File: config.mk
export PLATFORM = sky130hd
export DESIGN_NAME = program_loader_flat
export DESIGN_NICKNAME = d
export VERILOG_FILES = /design/src/rtl/program_loader_pkg.sv /design/src/rtl/program_loader_if.sv /design/src/rtl/program_loader.sv /design/src/flat_wrapper.sv
export SDC_FILE = /design/constraint.sdc
export NUM_CORES = 1
export LEC_CHECK = 0
export ABC_AREA = 1
export CAP_MARGIN = 20
export CORE_ASPECT_RATIO = 1.25
export CORE_UTILIZATION = 58
export DETAILED_ROUTE_END_ITERATION = 16
export GPL_TIMING_DRIVEN = 0
export HOLD_SLACK_MARGIN = 0.12
export PLACE_DENSITY = 0.95
export SYNTH_ARGS = -nofsm -noshare
export SYNTH_HDL_FRONTEND = slang
export SYNTH_SLANG_ARGS = --single-unit
File: constraint.sdc
create_clock -name clk -period 3.6 [get_ports clk]
set_clock_uncertainty 0.15 [all_clocks]
set_input_delay 0.36 -clock clk [delete_from_list [all_inputs] [get_ports clk]]
set_output_delay 0.36 -clock clk [all_outputs]
set_load 0.005 [all_outputs]
File: src/rtl/program_loader_pkg.sv
// Shared types and sizing for the program loader: FSM state encoding and
// default memory geometry.
package loader_pkg;

  localparam int unsigned LOADER_ADDR_WIDTH = 4;
  localparam int unsigned LOADER_DATA_WIDTH = 8;
  localparam int unsigned MAX_LEN           = 2 ** LOADER_ADDR_WIDTH;

  typedef enum logic [2:0] {
    ST_LEN,
    ST_DATA,
    ST_CHK,
    ST_RUN,
    ST_ERR
  } loader_state_e;

endpackage

File: src/rtl/program_loader_if.sv
// Byte-stream input handshake plus the instruction memory write port
// driven by the program loader.
interface program_loader_if
  import loader_pkg::*;
#(
  parameter int unsigned ADDR_WIDTH = LOADER_ADDR_WIDTH,
  parameter int unsigned DATA_WIDTH = LOADER_DATA_WIDTH
) ();

  logic                  in_valid;
  logic [DATA_WIDTH-1:0] in_data;
  logic                  in_ready;
  logic                  mem_we;
  logic [ADDR_WIDTH-1:0] mem_addr;
  logic [DATA_WIDTH-1:0] mem_wdata;

  // Stream source / memory observer side
  modport master (
    output in_valid, in_data,
    input  in_ready, mem_we, mem_addr, mem_wdata
  );

  // Loader side
  modport slave (
    input  in_valid, in_data,
    output in_ready, mem_we, mem_addr, mem_wdata
  );

endinterface

File: src/rtl/program_loader.sv
// Receives a framed image (length, payload, checksum), writes the payload into
// instruction memory and releases the CPU once the checksum verifies.
module program_loader
  import loader_pkg::*;
#(
  parameter int unsigned ADDR_WIDTH = LOADER_ADDR_WIDTH,
  parameter int unsigned DATA_WIDTH = LOADER_DATA_WIDTH
) (
  input  logic             clk,
  input  logic             rst_n,
  program_loader_if.slave  bus,
  input  logic             cpu_halt,
  output logic             cpu_run,
  output logic             load_done,
  output logic             load_err
);

  localparam int unsigned         MaxLen = 2 ** ADDR_WIDTH;
  localparam logic [ADDR_WIDTH:0] IdxOne = (ADDR_WIDTH + 1)'(1);

  loader_state_e         state_q, state_d;
  logic [ADDR_WIDTH:0]   len_q, len_d;
  logic [ADDR_WIDTH:0]   idx_q, idx_d;
  logic [DATA_WIDTH-1:0] csum_q, csum_d;
  logic                  mem_we_q, mem_we_d;
  logic [ADDR_WIDTH-1:0] mem_addr_q, mem_addr_d;
  logic [DATA_WIDTH-1:0] mem_wdata_q, mem_wdata_d;
  logic                  done_q, done_d;
  logic                  err_q, err_d;

  logic                  fire;
  logic                  len_ok;
  logic [ADDR_WIDTH:0]   idx_inc;

  assign bus.in_ready  = (state_q != ST_RUN);
  assign fire          = bus.in_valid & bus.in_ready;
  assign cpu_run       = (state_q == ST_RUN);
  assign load_done     = done_q;
  assign load_err      = err_q;
  assign bus.mem_we    = mem_we_q;
  assign bus.mem_addr  = mem_addr_q;
  assign bus.mem_wdata = mem_wdata_q;

  // Counters are one bit wider than the address so a full-depth image ends cleanly.
  assign len_ok  = (bus.in_data != '0) && (32'(bus.in_data) <= MaxLen);
  assign idx_inc = idx_q + IdxOne;

  always_comb begin
    state_d     = state_q;
    len_d       = len_q;
    idx_d       = idx_q;
    csum_d      = csum_q;
    mem_we_d    = 1'b0;
    mem_addr_d  = mem_addr_q;
    mem_wdata_d = mem_wdata_q;
    done_d      = 1'b0;
    err_d       = err_q;

    unique case (state_q)
      ST_LEN, ST_ERR: begin
        if (fire) begin
          if (len_ok) begin
            len_d   = (ADDR_WIDTH + 1)'(bus.in_data);
            idx_d   = '0;
            csum_d  = '0;
            err_d   = 1'b0;
            state_d = ST_DATA;
          end else begin
            err_d   = 1'b1;
            state_d = ST_ERR;
          end
        end
      end

      ST_DATA: begin
        if (fire) begin
          mem_we_d    = 1'b1;
          mem_addr_d  = idx_q[ADDR_WIDTH-1:0];
          mem_wdata_d = bus.in_data;
          csum_d      = csum_q + bus.in_data;
          idx_d       = idx_inc;
          if (idx_inc == len_q) begin
            state_d = ST_CHK;
          end
        end
      end

      ST_CHK: begin
        if (fire) begin
          if (bus.in_data == csum_q) begin
            done_d  = 1'b1;
            state_d = ST_RUN;
          end else begin
            err_d   = 1'b1;
            state_d = ST_ERR;
          end
        end
      end

      ST_RUN: begin
        if (cpu_halt) begin
          state_d = ST_LEN;
        end
      end

      default: state_d = ST_LEN;
    endcase
  end

  always_ff @(posedge clk or negedge rst_n) begin
    if (!rst_n) begin
      state_q     <= ST_LEN;
      len_q       <= '0;
      idx_q       <= '0;
      csum_q      <= '0;
      mem_we_q    <= 1'b0;
      mem_addr_q  <= '0;
      mem_wdata_q <= '0;
      done_q      <= 1'b0;
      err_q       <= 1'b0;
    end else begin
      state_q     <= state_d;
      len_q       <= len_d;
      idx_q       <= idx_d;
      csum_q      <= csum_d;
      mem_we_q    <= mem_we_d;
      mem_addr_q  <= mem_addr_d;
      mem_wdata_q <= mem_wdata_d;
      done_q      <= done_d;
      err_q       <= err_d;
    end
  end

endmodule
File: src/flat_wrapper.sv
// flat-port wrapper written by rule: the top's interface ports become plain ports
module program_loader_flat import loader_pkg::*;
#(
  parameter int unsigned ADDR_WIDTH = LOADER_ADDR_WIDTH,
  parameter int unsigned DATA_WIDTH = LOADER_DATA_WIDTH
)
  (clk, rst_n, cpu_halt, cpu_run, load_done, load_err, bus_in_valid, bus_in_data, bus_in_ready, bus_mem_we, bus_mem_addr, bus_mem_wdata);
  program_loader_if #(.ADDR_WIDTH(ADDR_WIDTH), .DATA_WIDTH(DATA_WIDTH)) bus_i ();
  input  logic clk;
  input  logic rst_n;
  input  logic cpu_halt;
  output logic cpu_run;
  output logic load_done;
  output logic load_err;
  input wire logic [$bits(bus_i.in_valid)-1:0] bus_in_valid;
  input wire logic [$bits(bus_i.in_data)-1:0] bus_in_data;
  output wire logic [$bits(bus_i.in_ready)-1:0] bus_in_ready;
  output wire logic [$bits(bus_i.mem_we)-1:0] bus_mem_we;
  output wire logic [$bits(bus_i.mem_addr)-1:0] bus_mem_addr;
  output wire logic [$bits(bus_i.mem_wdata)-1:0] bus_mem_wdata;
  assign bus_i.in_valid = bus_in_valid;
  assign bus_i.in_data = bus_in_data;
  assign bus_in_ready = bus_i.in_ready;
  assign bus_mem_we = bus_i.mem_we;
  assign bus_mem_addr = bus_i.mem_addr;
  assign bus_mem_wdata = bus_i.mem_wdata;
  program_loader #(.ADDR_WIDTH(ADDR_WIDTH), .DATA_WIDTH(DATA_WIDTH)) u_core (.clk(clk), .rst_n(rst_n), .bus(bus_i), .cpu_halt(cpu_halt), .cpu_run(cpu_run), .load_done(load_done), .load_err(load_err));
endmodule
Word level (Yosys, flattened, before mapping)
Index checks and enable logic that the tools add are counted.
Widths: inputs -> output; s select.

word-level totals
  register bits = 36
  output and inout port bits = 17
  word-level logic and storage cells = 64
  input bits = 12

cells by class
  reductions and logical operators = 11
  $lt $le $gt $ge = 1
  $add $sub $neg = 2
  eq/ne operators = 14
  bitwise logic cells = 1
  muxes and demuxes = 26

operator list
  kind                 count
  $mux 8               3
  $mux 3               7
  $pmux 8 s2           1
  $mux 5               3
  $pmux 3 s4           1
  $ne 2x1->1 const B   5
  $pmux 5 s2           1
  $mux 1               9
  $add 8x8->8          1
  $eq 8x8->1           1
  $le 8x5->1 const B   1
  $reduce_and 4->1     2
  $reduce_bool 8->1    1
  $eq 3x2->1 const B   2
  $add 5x1->5 const B  1
  $eq 5x5->1           1
  $reduce_and 5->1     1
  $ne 2x2->1 const B   2
  $reduce_bool 2->1    2
  $eq 3x1->1 const B   1
  $eq 3x3->1 const B   1
  $logic_not 3->1      1
  $ne 3x2->1 const B   1
  $reduce_and 3->1     1
  5 further kinds      5

Longest topological paths before layout
  depth in word-level cells = 5
  gate-level depth with buffers = 13
  depth with buffers taken out = 13

Least setup slack after synthesis
Ideal clock, no wire load.

  path kind = input to register
  from = input bus_in_data[0]
  to = register u_core.csum_q[6]
  required time = 3,324 ps
  library setup time = 126 ps
  arrival = 1,501 ps
  slack = 1,823 ps
  buffers on the path = 0
  stages on the path = 10
  path through = ha_1 > fa_1 > nand3_1 > nand2_1 > nand2_1 > a21oi_1 > nor2_1 > nand2_1 > nand2_1 > o21ai_0

between the ends
  longest elaborated chain between the ends = 4
  elaborated cells on any way between the ends = 8
  those cells by class = add/sub: 1; order compare: 1; eq/ne: 1; mux: 2; reduce/logical: 3

RTL lines
  element                                          line                   source
  start, declared                                  flat_wrapper.sv:16     input wire logic [$bits(bus_i.in_data)-1:0] bus_in_data;
  $le 8x5->1 or $reduce_bool 8->1 (tied branches)  program_loader.sv:45   assign len_ok = (bus.in_data != '0) && (32'(bus.in_data) <= MaxLen);
  $logic_and 1x1->1                                program_loader.sv:45
  $ne 2x1->1 (no source line)                      n/a
  $reduce_and 4->1 (no source line)                n/a
  end signal, assigned                             program_loader.sv:125  csum_q <= csum_d;
  end, declared                                    program_loader.sv:24   logic [DATA_WIDTH-1:0] csum_q, csum_d;

Parallel ways exist; a longest one is shown, timed or not. The select of a mux whose other input is x is not followed.
A chain may end at the register's enable or synchronous reset.

Worst setup path after layout
  from = input bus_in_data[2]
  to = register u_core.csum_q[7]

The elaborated chain is that of the path after synthesis.

==> flow_summary_export.csv <==
group,metric,value,unit
logic_synthesis,ys_async_sr_fraction,1.00,
critical_path,required,3630,ps
logic_synthesis,synthesis.instances,257,
logic_synthesis,syn_avg_cell_area,7.88,um2
critical_path,cpMostUsedCell,"nand2_1",
die,start_util,0.617,
critical_path,cp_top_family,"simple AND/OR/NAND/NOR gates",
clock_tree,cts_tree,"built",
global_route,use_met2,0.486,
global_route,met3_usage,0.0600,
logic_synthesis,ys.flop_type,"dfrtp_1",
timing,tns,0,ps
logic_synthesis,synth_cell_type_count,31,
cells_and_area,layout.nets,314,
global_route,grt_max_degree,37,
placement,pre_cts_slack,1260,ps
routing,viasPerCell,5.47,
timing,rsz0062_at_grt,"false",
routing,drt_iter0_markers,60,
timing,setup_viol,0,
die,die_w,54.9,um
critical_path,worstPathMaxFanout,6,
critical_path,end_kind,"flip-flop",
clock_tree,worst_skew_pair.late_latency,290,ps
cells_and_area,n_fill_cell,232,
timing,setup_slack,1510,ps
critical_path,crit_type,"in -> reg",
global_route,grt_remaining_overflow,0,
cells_and_area,final_common_cell,"nand2_1",
clock_tree,numClockSinks,36,
timing,finalCritPeriodShare,0.582,
timing,tightest_slew,795,ps
logic_synthesis,ys_ff_latch,36,
logic_synthesis,synth_edf_count,0,
pwr,powerDensity,571,nW/um2
clock_tree,numCtsBuffers,5,
global_route,grt_pass1_vias,1754,
clock_tree,hold_buffers,1,
min_path,hold_class,"reg -> reg",
clock_tree,cts.clk_slew.worst_paths,70,ps
routing,drc,0,
clock_tree,post_cts_resized,0,
global_route,grt_pass1_wl,7410,um
logic_synthesis,ys_warn_count,0,
routing,wl_per_cell,13.5,um
critical_path,crit_chain,"clkdlybuf4s50_1, ha_1, nand2_1, inv_1, nor2_1, o211ai_1, nand2_1, nand2_1, nand2_1, nand3_1, nand2_1",
critical_path,path_buf_inv,2,
critical_path,reg2reg_depth,10,
logic_synthesis,synth_nets,278,
timing,period_needed,2090,ps
die,std_cell_rows,23,
routing,drtAntennaViolNets,0,
cells_and_area,drive_gt1_frac,0.129,
critical_path,start_kind,"input port",
timing,hold_viol,0,
cells_and_area,diodes,0,
critical_path,cp_data_arrival_time,2130,ps
critical_path,cp_slowest_stage_delay,470,ps
routing,dr.pass1.iters,6,
timing,maxSlewViolCount,0,
placement,place_hpwl,3250,um
logic_synthesis,syn_area,2030,um2
routing,drt-total-wl,4480,um
routing,vias,1810,
logic_synthesis,ys_seq_area_frac,0.445,
cells_and_area,multiInputGateArea,961,um2
die,core,3280,um2
placement,portBuffers,28,
die,fp.dieH,68.1,um
cells_and_area,final_cell_mix,"nand2_1 (86), dfrtp_1 (36), clkdlybuf4s50_1 (27)",
clock_tree,root_buffer,"clkbuf_8",
global_route,antenna_found_initial,0,
timing,relSlewSlack,0.470,
cells_and_area,ff_latch_area,901,um2
cells_and_area,area_growth_syn_to_layout,22.6,%
clock_tree,post_cts_buffers,0,
min_path,hold_depth,2,
run_status,outcome,"complete, no violations",
pwr,leakage,1.29,nW
critical_path,crit_cells,11,
global_route,grt_util_all_layers,0.282,
timing,fmax,0.478,GHz
placement,gp_congestion,0.912,
die,ios,29,
clock_tree,max-clock-path-buffers,2,
global_route,grt-busiest-layer,"met2",
critical_path,slowest_stage,"clkdlybuf4s50_1",
global_route,use_met1,0.315,
pwr,vdd_drop_max,409,uV
die,die-area,3730,um2
flow_run,maxCapViolations,0,
clock_tree,cts_max_level,2,
[logic make-up after synthesis]
| kind of cell | share of synthesized area |
|---|---|
| fa+ha+maj | 0.0593 |
| compound gates | 0.108 |
| xor+xnor | 0.00865 |
| simple gates | 0.298 |
| buf+inv | 0.0809 |
| flops | 0.445 |
[Yosys cell counts, types with 2 or more instances]
cell	count	share of area
nand2_1	86	0.16
dfrtp_1	36	0.44
inv_1	26	0.048
nor2_1	18	0.033
o21ai_0	18	0.044
nand3_1	14	0.035
ha_1	8	0.049
nand4_1	8	0.025
a21oi_1	7	0.017
inv_2	5	0.0093
buf_2	4	0.0099
o21ai_2	3	0.013
buf_6	2	0.011
nand2_2	2	0.0062
nand3_2	2	0.0099
nor2_4	2	0.011
o211ai_2	2	0.012
[worst register-to-register path, cell delays in order, from the launching register on]
cell and delay (ps):
dfrtp_1 390, ha_1 380, nand2_1 70, inv_1 50, nor2_1 40, o211ai_1 260, nand2_1 140, nand2_1 110
nand2_1 60, nand3_1 90, nand2_1 60
[final timing paths]
| kind | from | endpoint | slack [ps] |
|---|---|---|---|
| worst max-delay path | bus_in_data[2] | u_core.csum_q[7]$_DFFE_PN0P_ | 1510 |
| worst min-delay path | u_core.bus.mem_addr[0]$_DFFE_PN0P_ | u_core.bus.mem_addr[0]$_DFFE_PN0P_ | 320 |
| worst max register to register | u_core.csum_q[2]$_DFFE_PN0P_ | u_core.csum_q[7]$_DFFE_PN0P_ | 1680 |
| worst min register to register | u_core.bus.mem_addr[0]$_DFFE_PN0P_ | u_core.bus.mem_addr[0]$_DFFE_PN0P_ | 320 |
| max in group asynchronous | rst_n | u_core.idx_q[2]$_DFFE_PN0P_ | 2260 |
| min in group asynchronous | rst_n | u_core.bus.mem_wdata[1]$_DFFE_PN0P_ | 540 |
[state kept, by name (all words and copies together), names as in the netlist]
name                  cells
u_core.load_err           1
u_core.idx_q              5
u_core.len_q              5
u_core.csum_q             8
u_core.bus.mem_wdata      8
u_core.load_done          1
u_core.state_q            3
u_core.bus.mem_addr       4
u_core.bus.mem_we         1
[through the flow]
stage                     total power [mW]  hold slack (ps)  cell area (um2)  std cells   util
after detailed placement              1.03              308             2350        322  0.715
final                                 1.42              323             2480        331  0.757
after CTS                             1.42              326             2480        331  0.757
after global routing                  1.51              350             2480        331  0.757
after global placement                1.01              303             2350        322  0.717
after floorplan                      0.839            -85.6             2030        257      -
[area by class of cell]
class / count / share of cell area
plain buffers: 7 / 0.0191
multi-input cells: 183 / 0.387
well taps: 37 / 0.0186
flip-flops and latches: 36 / 0.363
clock buffers: 7 / 0.0388
clock inverters: 1 / 0.0121
repair buffers: 29 / 0.115
inverters: 31 / 0.0469
[layer usage]
metal / vias up / routed length (um)
li1: 895 / -
met1: 849 / 1790
met2: 51 / 2350
met3: 15 / 194
met4: 0 / 150
met5: - / 0
[power by group]
group          switching (mW)  total [mW]  internal (mW)
registers              0.0685       0.574          0.505
clock network           0.146       0.390          0.244
logic                   0.235       0.454          0.218
Power figures use the tool's default switching activity.
